File: src/rtl/calc_pkg.sv
// calc_pkg: shared calculator types and constants.
// Used by the BCD entry path, the display path and the ALU.
package calc_pkg;
    typedef enum logic [1:0] {IDLE = 2'd0, SHIFT = 2'd1, FINISH = 2'd2} state_e;
    localparam logic [3:0] BCD_DIGIT_MAX = 4'd9;
    localparam int CALC_OUT_W = 32;
endpackage

File: src/rtl/bcd_digit_sub3.sv
// bcd_digit_sub3: reverse double-dabble correction cell.
// Subtracts 3 from a BCD digit that is 8 or more after the right shift.
module bcd_digit_sub3 (
    input  logic [3:0] d,
    output logic [3:0] q
);
    always_comb q = (d >= 4'd8) ? d - 4'd3 : d;
endmodule

File: src/rtl/bcd_to_bin_seq.sv
// bcd_to_bin_seq: signed 3-digit BCD entry to 32-bit two's complement.
// Reverse double-dabble, one bit per clock, with start/busy/done framing.
module bcd_to_bin_seq
    import calc_pkg::*;
#(
    parameter int N_DIGITS = 3,
    parameter int BIN_W    = 10,
    parameter int OUT_W    = CALC_OUT_W
) (
    input  logic                  clk,
    input  logic                  rst_n,
    input  logic                  start,
    input  logic                  negativo,
    input  logic [4*N_DIGITS-1:0] bcd_in,
    output logic [OUT_W-1:0]      _output,
    output logic                  busy,
    output logic                  done,
    output logic                  erro
);
    localparam int BCD_W = 4 * N_DIGITS;
    localparam int CNT_W = $clog2(BIN_W);
    localparam logic [CNT_W-1:0] CNT_LAST = CNT_W'(BIN_W - 1);

    state_e             state_q, state_d;
    logic [BCD_W-1:0]   bcd_q, bcd_d, bcd_sh, bcd_fix;
    logic [BIN_W-1:0]   bin_q, bin_d, bin_sh;
    logic [CNT_W-1:0]   cnt_q, cnt_d;
    logic               neg_q, neg_d, err_q, err_d;
    logic [OUT_W-1:0]   out_q, out_d, mag, signed_val;
    logic               busy_q, busy_d, done_q, done_d, erro_q, erro_d;
    logic               bad_digit;

    assign {bcd_sh, bin_sh} = {bcd_q, bin_q} >> 1;

    for (genvar k = 0; k < N_DIGITS; k++) begin : g_sub3
        bcd_digit_sub3 u_sub3 (.d(bcd_sh[4*k +: 4]), .q(bcd_fix[4*k +: 4]));
    end

    always_comb begin
        bad_digit = 1'b0;
        for (int k = 0; k < N_DIGITS; k++)
            if (bcd_in[4*k +: 4] > BCD_DIGIT_MAX) bad_digit = 1'b1;
    end

    // Sign is applied in the full output width so -999 sign-extends correctly.
    assign mag        = {{(OUT_W - BIN_W){1'b0}}, bin_q};
    assign signed_val = neg_q ? -mag : mag;

    always_comb begin
        state_d = state_q;
        bcd_d   = bcd_q;
        bin_d   = bin_q;
        cnt_d   = cnt_q;
        neg_d   = neg_q;
        err_d   = err_q;
        out_d   = out_q;
        erro_d  = erro_q;
        done_d  = 1'b0;
        case (state_q)
            IDLE: if (start) begin
                bcd_d   = bcd_in;
                neg_d   = negativo;
                bin_d   = '0;
                cnt_d   = '0;
                err_d   = bad_digit;
                erro_d  = 1'b0;
                state_d = bad_digit ? FINISH : SHIFT;
            end
            SHIFT: begin
                bcd_d   = bcd_fix;
                bin_d   = bin_sh;
                cnt_d   = cnt_q + CNT_W'(1);
                state_d = (cnt_q == CNT_LAST) ? FINISH : SHIFT;
            end
            FINISH: begin
                out_d   = err_q ? '0 : signed_val;
                erro_d  = err_q;
                done_d  = 1'b1;
                state_d = IDLE;
            end
            default: state_d = IDLE;
        endcase
        busy_d = (state_d != IDLE);
    end

    always_ff @(posedge clk or negedge rst_n) begin
        if (!rst_n) begin
            state_q <= IDLE;
            bcd_q   <= '0;
            bin_q   <= '0;
            cnt_q   <= '0;
            neg_q   <= 1'b0;
            err_q   <= 1'b0;
            out_q   <= '0;
            busy_q  <= 1'b0;
            done_q  <= 1'b0;
            erro_q  <= 1'b0;
        end else begin
            state_q <= state_d;
            bcd_q   <= bcd_d;
            bin_q   <= bin_d;
            cnt_q   <= cnt_d;
            neg_q   <= neg_d;
            err_q   <= err_d;
            out_q   <= out_d;
            busy_q  <= busy_d;
            done_q  <= done_d;
            erro_q  <= erro_d;
        end
    end

    assign _output = out_q;
    assign busy    = busy_q;
    assign done    = done_q;
    assign erro    = erro_q;
endmodule
File: config.mk
export PLATFORM = sky130hd
export DESIGN_NAME = bcd_to_bin_seq
export DESIGN_NICKNAME = d
export VERILOG_FILES = /design/src/rtl/calc_pkg.sv /design/src/rtl/bcd_digit_sub3.sv /design/src/rtl/bcd_to_bin_seq.sv
export SDC_FILE = /design/constraint.sdc
export NUM_CORES = 1
export LEC_CHECK = 0
export ABC_AREA = 0
export CORE_ASPECT_RATIO = 1.4
export CORE_MARGIN = 5
export CORE_UTILIZATION = 40
export CTS_BUF_LIST = sky130_fd_sc_hd__clkbuf_2
export DETAILED_ROUTE_END_ITERATION = 8
export PLACE_DENSITY = 0.64
export SLEW_MARGIN = 20
export SYNTH_ARGS = -nofsm -noshare
export SYNTH_HDL_FRONTEND = slang
export SYNTH_HIERARCHICAL = 1
export SYNTH_SLANG_ARGS = --single-unit
File: constraint.sdc
create_clock -name clk -period 2.1 [get_ports clk]
set_input_delay 0.315 -clock clk [delete_from_list [all_inputs] [get_ports clk]]
set_output_delay 0.315 -clock clk [all_outputs]
set_load 0.02 [all_outputs]
==> out/summary.txt, run 1 <==
Status = finished, final reports clean
Diodes inserted = 0
Pwr dens = 1190 nW/µm²
Worst slew margin = 56.4%
WL final = 5980 µm
Port Buf Inserts = 50
GPL Wtd Cong = 0.832
Hold Path Class = in2reg
Syn Area/Cell = 9.64 µm²
Row Count = 35
Vias per std cell = 5.12
Cells after Synth = 284
Vias = 2155
Root buffer cell = clkbuf_2
Largest net degree at the start of global routing = 53
Residual DRC = 0
Worst-Skew Late Latency = 0.44 ns
Sequential area share after synthesis = 47.5%
Hpwl dp = 4390 µm
Setup TNS = 0 ns
Initial Util = 41.4%
Worst-margin pin slew = 0.654 ns
# Max-Cap Violations = 0
WS Path Type = reg2reg
Area Growth Syn to Fin = 22.3%
Top post-synthesis cells by area = dfrtp_1 (48%), nand2_1 (6.0%), ha_1 (4.6%), buf_4 (3.6%), o21ai_0 (3.1%)
Worst Path Max Fanout = 5
Die Ht = 108 µm
CP arrival = 2.23 ns
First-pass GRT wire length = 10200 µm
Post-Syn Area = 2740 µm²
TritonRoute pass-1 iters = 4
Worst setup SP type = flop
Clock Pin Slew Worst Setup and Hold Paths = 0.27 ns
Min Hold Slack = 0.397 ns
Htree depth = 2
Setup violations, final = 0
CTS tree = done
WP data required = 2.49 ns
Most frequent cells in the layout = dfrtp_1 (52), clkdlybuf4s50_1 (49), nand2_1 (44)
Setup WS pre-CTS = 0.266 ns
Drt initial violations = 196
Clock Skew = 0.0267 ns
Post-synth ARST share = 100%
VDD IR max = 0.660 mV
Hold_buf cts = 1
Cell taking the most area after synthesis = dfrtp_1
CTS Buf Count = 5
Synth warn = 6
Placeable Area = 6610 µm²
FF+latch count, synth = 52
Leakage = 1.59 nW
Resized cells post-CTS = 0
Final core occ = 50.7%
Share of the synthesized area in the top cell type = 47.5%
Fmax = 543 MHz
Tmin final = 1.84 ns
Post-synth EDFFs = 0
Die W = 79.9 µm
DR WL/cell = 14.2 µm
Synth cell types = 44
DIE AREA = 8630 µm²
Final worst slack = 0.257 ns
Fraction of layout cells with a size suffix above 1 = 7.60%
Layout filler cell count = 635
RSZ-0062 raised after global routing = false
GR Util All Layers = 14.9%
Final period util = 87.8%
Most used flip-flop cell after synthesis = dfrtp_1
Commonest non-fill, non-tap cell in the layout = dfrtp_1
Clock Path Buffers = 2
Fin. Hold Viols = 0
Clk sinks = 52
Initial antenna violation count = 0
Slew Viols, Final = 0
Final nets = 354
DRT antenna net count = 0
Grt total ovfl = 0
Crit end category = flop
Post-CTS Setup Bufs = 0
Vias in the first global route = 2125
IO Pins = 51
through the flow:
step | total power [mW] | cell area, µm² | std cells
after CTS | 4.06 | 3350 | 421
final | 4.00 | 3350 | 421
after global routing | 4.35 | 3350 | 421
after detailed placement | 3.52 | 3280 | 412
after global placement | 3.49 | 3280 | 412
after floorplan | 2.89 | 2750 | 288
Yosys cell counts (2+ instances only):
cell type  number
xnor2_1         5
ha_1           10
nor2_1          9
nor2b_1         5
dfrtp_1        52
buf_2           8
inv_1          15
nand3_1        14
buf_4          13
nand2_1        44
a22oi_1        10
a31oi_1         5
o21ai_0        17
a22o_1          6
xor2_1          4
a2111o_1        2
a21o_1          8
o311ai_0        2
nor3b_1         2
clkbuf_1        8
a21oi_1         3
a32oi_1         3
nand4_1         6
o21bai_1        2
o31ai_1         6
nand2b_1        7
metal layers:
metal / track usage, % / wire length [µm] / vias to the layer above
met4: 3.99 / 81 / 0
met1: 17.6 / 2520 / 1038
li1: - / - / 1062
met2: 27.2 / 3120 / 48
met5: 0 / 0 / -
met3: 2.68 / 263 / 7
flip-flops by register name, summed over array words and instances, names as in the netlist:
register  cells
_output      19
done          1
busy          1
bcd_q        12
neg_q         1
state_q       2
cnt_q         4
bin_q        10
erro          1
err_q         1
where the power goes:
part           switching (mW)  total (mW)  internal (mW)
clock network           0.321       0.526          0.204
registers               0.374        1.67           1.29
logic                   0.962        1.81          0.847
total                    1.66        4.00           2.35
layout make-up:
class                   count  area [µm²]  share of cell area [%]
flip-flops and latches     52        1300                    38.8
repair buffers             63         596                    17.8
clock inverters             2        35.0                    1.05
well taps                  92         115                    3.44
inverters                  15        56.3                    1.68
clock buffers               6        30.0                   0.896
multi-input cells         191        1220                    36.3
worst max-delay path, cell delays in order, from the launching register on:
cell and delay (ns):
dfrtp_1 0.50, inv_1 0.13, ha_1 0.19, or3b_4 0.41, or4b_1 0.47, nand3_1 0.09
logic make-up after synthesis:
group | Yosys count | synth area share [%]
AND/OR/NAND/NOR | 100 | 19.1
AO/OA/AOI/OAI | 66 | 16.9
flip-flops | 52 | 47.5
buffers and inverters | 45 | 8.59
adder cells (fa/ha/maj) | 10 | 4.57
XOR/XNOR | 9 | 2.88
other | 1 | 0.137
multiplexers | 1 | 0.365
path summary, 6_finish.rpt:
path                                 startpoint                      to  slack, ns  cells past startpoint
min in group asynchronous                 rst_n          busy$_DFF_PN0_       0.48                      3
hold / removal                        bcd_in[4]    bcd_q[4]$_DFFE_PN0P_       0.40                      3
setup reg to reg           bin_q[1]$_DFFE_PN0P_  _output[6]$_DFFE_PN0P_       0.26                      5
hold reg to reg            cnt_q[3]$_DFFE_PN0P_    cnt_q[3]$_DFFE_PN0P_       0.49                      1
max in group asynchronous                 rst_n    bcd_q[7]$_DFFE_PN0P_       1.18                      3
setup / recovery           bin_q[1]$_DFFE_PN0P_  _output[6]$_DFFE_PN0P_       0.26                      5
Power figures use the tool's default switching activity.
==> run 2: changes to the inputs <==
Settings changed: REMOVE_ABC_BUFFERS set to 1.
==> run 2 against run 1 <==
Against the previous run:
- cell count decreased by 0.95%
- combinational power barely moved
- die area unchanged
- flip-flop and latch count did not move
- routed wire length shrank 2.8%
- setup slack better by 0.036 ns
- core utilization down 0.62 points
- register-to-register slack gained 0.06 ns
- fmax is 2.0% higher
- non-clock buffer count down 4
- final area fell by 1.2%
- critical path type is now reg2out
==> out/summary.txt, run 2 (same netlist as run 1, synthesis figures left out) <==
TritonRoute pass-1 iters = 4 (unchanged)
Comb pwr share = 46.5% (+1.3 points)
Clock Path Buffers = 2 (unchanged)
Worst slew margin = 59.0% (+2.6 points)
Clock Pin Slew Worst Setup and Hold Paths = 0.25 ns (-0.02 ns)
Leakage = 1.55 nW (-2.1%)
GPL Wtd Cong = 0.761 (-8.6%)
# Max-Cap Violations = 0 (unchanged)
Final period util = 86.0% (-1.7 points)
Worst setup SP type = flop
Root buffer cell = clkbuf_2
Die Ht = 108 µm (unchanged)
Area Growth Syn to Fin = 20.8%
Fin. Hold Viols = 0 (unchanged)
CP arrival = 1.49 ns (-0.74 ns)
Worst path bufs/invs = 1 (unchanged)
WS Path Type = reg2out
Tmin final = 1.81 ns (-0.0363 ns)
First-pass GRT wire length = 9890 µm (-3.4%)
Fraction of layout cells with a size suffix above 1 = 6.15% (-1.4 points)
Vias in the first global route = 2078 (-2.2%)
Drt initial violations = 111 (-43%)
Psw = 1.65 mW (-0.70%)
DIE AREA = 8630 µm² (unchanged)
Critical path's top delay family = buffers and inverters
Htree depth = 2 (unchanged)
Worst-margin pin slew = 0.615 ns (-0.0390 ns)
Final std cells w/o fill = 417 (-0.95%)
Hpwl dp = 4270 µm (-2.7%)
IO Pins = 51 (unchanged)
Switching share of power = 42.7% (+1.3 points)
CTS tree = done
Slowest stage delay, CP = 0.62 ns (+0.12 ns)
Worst Path Max Fanout = 4 (-1)
Setup violations, final = 0 (unchanged)
Clock Skew = 0.0252 ns (-0.00144 ns)
Worst-Skew Late Latency = 0.44 ns (about the same)
Max reg flops = 19 (unchanged)
Placeable Area = 6610 µm² (unchanged)
Vias = 2132 (-1.1%)
Pwr dens = 1160 nW/µm² (-2.5%)
CP max stage cell = clkdlybuf4s50_1
Pint = 2.21 mW (-5.8%)
VDD IR max = 0.487 mV (-26%)
Initial Util = 41.4% (unchanged)
Pwr Total = 3.85 mW (-3.7%)
Slew Viols, Final = 0 (unchanged)
Fmax = 554 MHz (+2.0%)
RSZ-0062 raised after global routing = false
Layout filler cell count = 633 (-0.31%)
Post-CTS Setup Bufs = 0 (unchanged)
Die W = 79.9 µm (unchanged)
Register share of total power = 43.4% (+1.7 points)
Final nets = 350 (-1.1%)
Clk pwr share = 10.2% (-2.9 points)
CTS Buf Count = 5 (unchanged)
Row Count = 35 (unchanged)
Hold Path Class = in2async
Status = finished, final reports clean
Initial antenna violation count = 0 (unchanged)
DRT antenna net count = 0 (unchanged)
Crit end category = output pin
Largest net degree at the start of global routing = 35 (-34%)
DR WL/cell = 13.9 µm (-1.8%)
Clk sinks = 52 (unchanged)
Placed cells = 408 (-0.97%)
Grt total ovfl = 0 (unchanged)
Vias per std cell = 5.11 (-0.12%)
WP data required = 1.78 ns (-0.71 ns)
Cell Chain, Critical Path = clkdlybuf4s50_1
GR Util All Layers = 14.3% (-0.57 points)
Setup TNS = 0 ns (unchanged)
Diodes inserted = 0 (unchanged)
Residual DRC = 0 (unchanged)
WL final = 5810 µm (-2.8%)
Commonest non-fill, non-tap cell in the layout = dfrtp_1
Port Buf Inserts = 50 (unchanged)
Most frequent cells in the layout = dfrtp_1 (52), clkdlybuf4s50_1 (49), nand2_1 (44)
[run 2: changes by cell type in the layout (fill, tap and decap cells not counted)]
cell | before | now
buf_12 | 0 | 1
buf_4 | 12 | 7
clkinv_1 | 0 | 1
clkinv_2 | 1 | 0
clkinvlp_4 | 0 | 1
bufinv_16 | 1 | 0
[run 2: stage by stage]
stage | instance area, µm² | setup WS, ns | hold slack [ns] | util [%]
floorplan | 2570 | 0.308 | 0.0194 | -
global placement | 3260 | 0.290 | 0.282 | 49.3
detailed placement | 3260 | 0.236 | 0.287 | 49.3
CTS | 3310 | 0.253 | 0.305 | 50.0
global route | 3310 | 0.176 | 0.295 | 50.0
finish | 3310 | 0.293 | 0.308 | 50.0
[run 2: metal layers]
layer,GRT usage (%),wire length [µm]
met1,16.6,2400
met2,25.9,2990
met3,2.93,323
met4,4.47,101
met5,0,0
[run 2: worst paths after layout]
check	from	cells after the start	endpoint	slack, ns
worst max-delay path	_output[28]$_DFFE_PN0P_	1	_output[28]	0.29
worst min-delay path	rst_n	2	_output[6]$_DFFE_PN0P_	0.31
worst max register to register	bin_q[1]$_DFFE_PN0P_	5	_output[6]$_DFFE_PN0P_	0.32
worst min register to register	cnt_q[3]$_DFFE_PN0P_	1	cnt_q[3]$_DFFE_PN0P_	0.50
max in group asynchronous	rst_n	3	cnt_q[3]$_DFFE_PN0P_	1.25
min in group clk	negativo	3	neg_q$_DFFE_PN0P_	0.40
[run 2: power by group through the flow]
stage / sequential [mW] / combinational [mW] / clock, mW
after floorplan: 1.83 / 0.886 / 0
after global routing: 1.73 / 2.00 / 0.455
final: 1.67 / 1.79 / 0.393
after detailed placement: 1.69 / 1.80 / 0
after global placement: 1.69 / 1.77 / 0
after CTS: 1.67 / 1.82 / 0.415
[run 2: layout make-up]
type	count	area (µm²)	share of cell area, %
timing repair buffer	59	578	17.5
clock buffer	6	30.0	0.907
tap	92	115	3.48
clock inverter	2	11.3	0.340
inverter	15	56.3	1.70
multi-input combinational	191	1220	36.8
sequential	52	1300	39.3
[run 2: worst register-to-register path, delay by kind of cell, from the launching register on]
family                   cells  cell delay (ns)
adder cells (fa/ha/maj)      1             0.19
buffers and inverters        1             0.12
flip-flops                   1             0.47
AND/OR/NAND/NOR              3             0.98
[run 2: repair_timing]
| item | CTS | global route |
|---|---|---|
| endpoints found under the setup margin | 0 | 0 |
| hold buffers | 1 | 0 |
| endpoints found under the hold margin | 18 | 0 |
| resized for setup | 0 | 0 |
==> run 3: changes to the inputs <==
Settings changed: CELL_PAD_IN_SITES_DETAIL_PLACEMENT set to 1, CELL_PAD_IN_SITES_GLOBAL_PLACEMENT set to 1, PLACE_DENSITY 0.64 to 0.8.
==> run 3 against run 2 <==
Against the previous run:
- via count is 3.8% higher
- register-to-register slack got worse by 0.08 ns
- sequential share of layout area fell by 0.37 points
- worst hold slack gained 0.036 ns
- final area increased by 0.95%
- combinational power about the same
- core utilization grew 0.47 points
- critical endpoint is now _output[6]$_DFFE_PN0P_
- count of clock-buffer cells in the layout fell by 1
- flip-flop and latch count stayed put
- setup slack got worse by 0.053 ns
- power increased by 4.3%
- critical path depth increased by 4
==> out/summary.txt, run 3 (same netlist as run 1, synthesis figures left out) <==
# Max-Cap Violations = 0 (unchanged)
IO Pins = 51 (unchanged)
Setup WS pre-CTS = 0.265 ns (+0.0293 ns)
Port Buf Inserts = 50 (unchanged)
TritonRoute pass-1 iters = 4 (unchanged)
Clock Pin Slew Worst Setup and Hold Paths = 0.27 ns (+0.02 ns)
Leakage = 1.58 nW (+1.4%)
Worst R2R Start = bin_q[1]$_DFFE_PN0P_
Initial antenna violation count = 0 (unchanged)
Largest net degree at the start of global routing = 23 (-34%)
GR Util All Layers = 16.0% (+1.7 points)
Area of the multi-input gates = 1220 µm² (unchanged)
FF/Latch Area = 1300 µm² (unchanged)
Final period util = 88.6% (+2.5 points)
Final worst slack = 0.240 ns (-0.0533 ns)
Vias per std cell = 5.27 (+3.0%)
RSZ-0062 raised after global routing = false
CP max stage cell = dfrtp_1
Drt initial violations = 78 (-30%)
Area Growth Syn to Fin = 22.0%
WS Path Type = reg2reg
VDD IR max = 0.418 mV (-14%)
DIE AREA = 8630 µm² (unchanged)
WP data required = 2.48 ns (+0.70 ns)
Hold Path Class = in2async
Grt total ovfl = 0 (unchanged)
Die Ht = 108 µm (unchanged)
Worst Path Max Fanout = 5 (+1)
Clock Skew = 0.0260 ns (+0.000791 ns)
Pwr dens = 1200 nW/µm² (+3.3%)
Hpwl dp = 4870 µm (+14%)
Residual DRC = 0 (unchanged)
Most frequent cells in the layout = dfrtp_1 (52), clkdlybuf4s50_1 (49), nand2_1 (44)
Clock Path Buffers = 2 (unchanged)
Layout filler cell count = 741 (+17%)
Worst-Skew Late Latency = 0.43 ns (about the same)
Final core occ = 50.5% (+0.47 points)
Setup violations, final = 0 (unchanged)
Worst-margin pin slew = 0.636 ns (+0.0211 ns)
Slowest stage delay, CP = 0.49 ns (-0.13 ns)
Worst setup SP type = flop
Fraction of layout cells with a size suffix above 1 = 6.71% (+0.55 points)
CP arrival = 2.24 ns (+0.75 ns)
CTS Buf Count = 5 (unchanged)
Cell Chain, Critical Path = inv_1, ha_1, or3b_4, or4b_1, nand3_1
Vias = 2212 (+3.8%)
Fmax = 538 MHz (-2.9%)
First-pass GRT wire length = 11000 µm (+11%)
Worst reg2reg endpoint = _output[6]$_DFFE_PN0P_
Max reg flops = 19 (unchanged)
Commonest non-fill, non-tap cell in the layout = dfrtp_1
Htree depth = 2 (unchanged)
Fin. Hold Viols = 0 (unchanged)
CTS tree = done
Row Count = 35 (unchanged)
Initial Util = 41.4% (unchanged)
Status = finished, final reports clean
Tmin final = 1.86 ns (+0.0533 ns)
Setup TNS = 0 ns (unchanged)
DRT antenna net count = 0 (unchanged)
Root buffer cell = clkbuf_2
Final nets = 353 (+0.86%)
Vias in the first global route = 2304 (+11%)
GPL Wtd Cong = 0.750 (-1.4%)
Slew Viols, Final = 0 (unchanged)
Diodes inserted = 0 (unchanged)
Resized cells post-CTS = 0 (unchanged)
Worst slew margin = 57.6% (-1.4 points)
Clk sinks = 52 (unchanged)
Path depth of the worst reg2reg path = 5 (unchanged)
R2R Setup Slk = 0.24 ns (-0.08 ns)
Crit end category = flop
Die W = 79.9 µm (unchanged)
Placeable Area = 6610 µm² (unchanged)
WL final = 6420 µm (+10%)
DR WL/cell = 15.3 µm (+9.7%)
## run 3: how the worst max path moves through the flow
stage	startpoint	endpoint	slack, ns
final	bin_q[1]$_DFFE_PN0P_	_output[6]$_DFFE_PN0P_	0.24
after global routing	bin_q[1]$_DFFE_PN0P_	_output[6]$_DFFE_PN0P_	0.14
after CTS	_output[30]$_DFFE_PN0P_	_output[22]	0.20
after detailed placement	start	cnt_q[1]$_DFFE_PN0P_	0.27
after global placement	start	bin_q[0]$_DFFE_PN0P_	0.31
after floorplan	state_q[0]$_DFF_PN0_	cnt_q[3]$_DFFE_PN0P_	0.31
## run 3: through the flow
stage | hold slack (ns) | power, mW | cell area, µm² | std cells
6_report | 0.344 | 4.02 | 3340 | 420
3_3_place_gp | 0.312 | 3.48 | 3270 | 411
5_1_grt | 0.311 | 4.35 | 3340 | 420
3_5_place_dp | 0.314 | 3.56 | 3270 | 411
4_1_cts | 0.328 | 4.08 | 3340 | 420
2_1_floorplan | 0.0194 | 2.71 | 2570 | 258
## run 3: cell type report
type | instances | area share, %
multi-input cells | 191 | 36.4
clock buffers | 5 | 0.749
clock inverters | 3 | 1.12
flip-flops and latches | 52 | 39.0
repair buffers | 62 | 17.6
well taps | 92 | 3.45
inverters | 15 | 1.69
## run 3: where the power goes
part           switching [mW]  internal, mW  total, mW  leakage, nW
clock network           0.321         0.194      0.515       0.0380
logic                   0.975         0.841       1.82        0.848
registers               0.395          1.29       1.69        0.689
## run 3: timing repair
action | 4_1_cts | 5_1_grt
hold endpoints to repair | 20 | 0
hold buffers | 1 | 0
buffers inserted | 0 | 0
## run 3: critical path: cells and delay by family, from the launching register on
family / cells / cell delay (ns)
buffers and inverters: 1 / 0.14
AND/OR/NAND/NOR: 3 / 0.98
flip-flops: 1 / 0.49
adder cells (fa/ha/maj): 1 / 0.19
## run 3: layer usage
layer,routed length (µm),share of wire (%),track usage (%),vias to the layer above
li1,-,-,-,1055
met1,2610,41,17.9,1086
met2,3420,53,29.9,60
met3,268,4.2,2.93,11
met4,124,1.9,4.95,0
met5,0,0,0,-
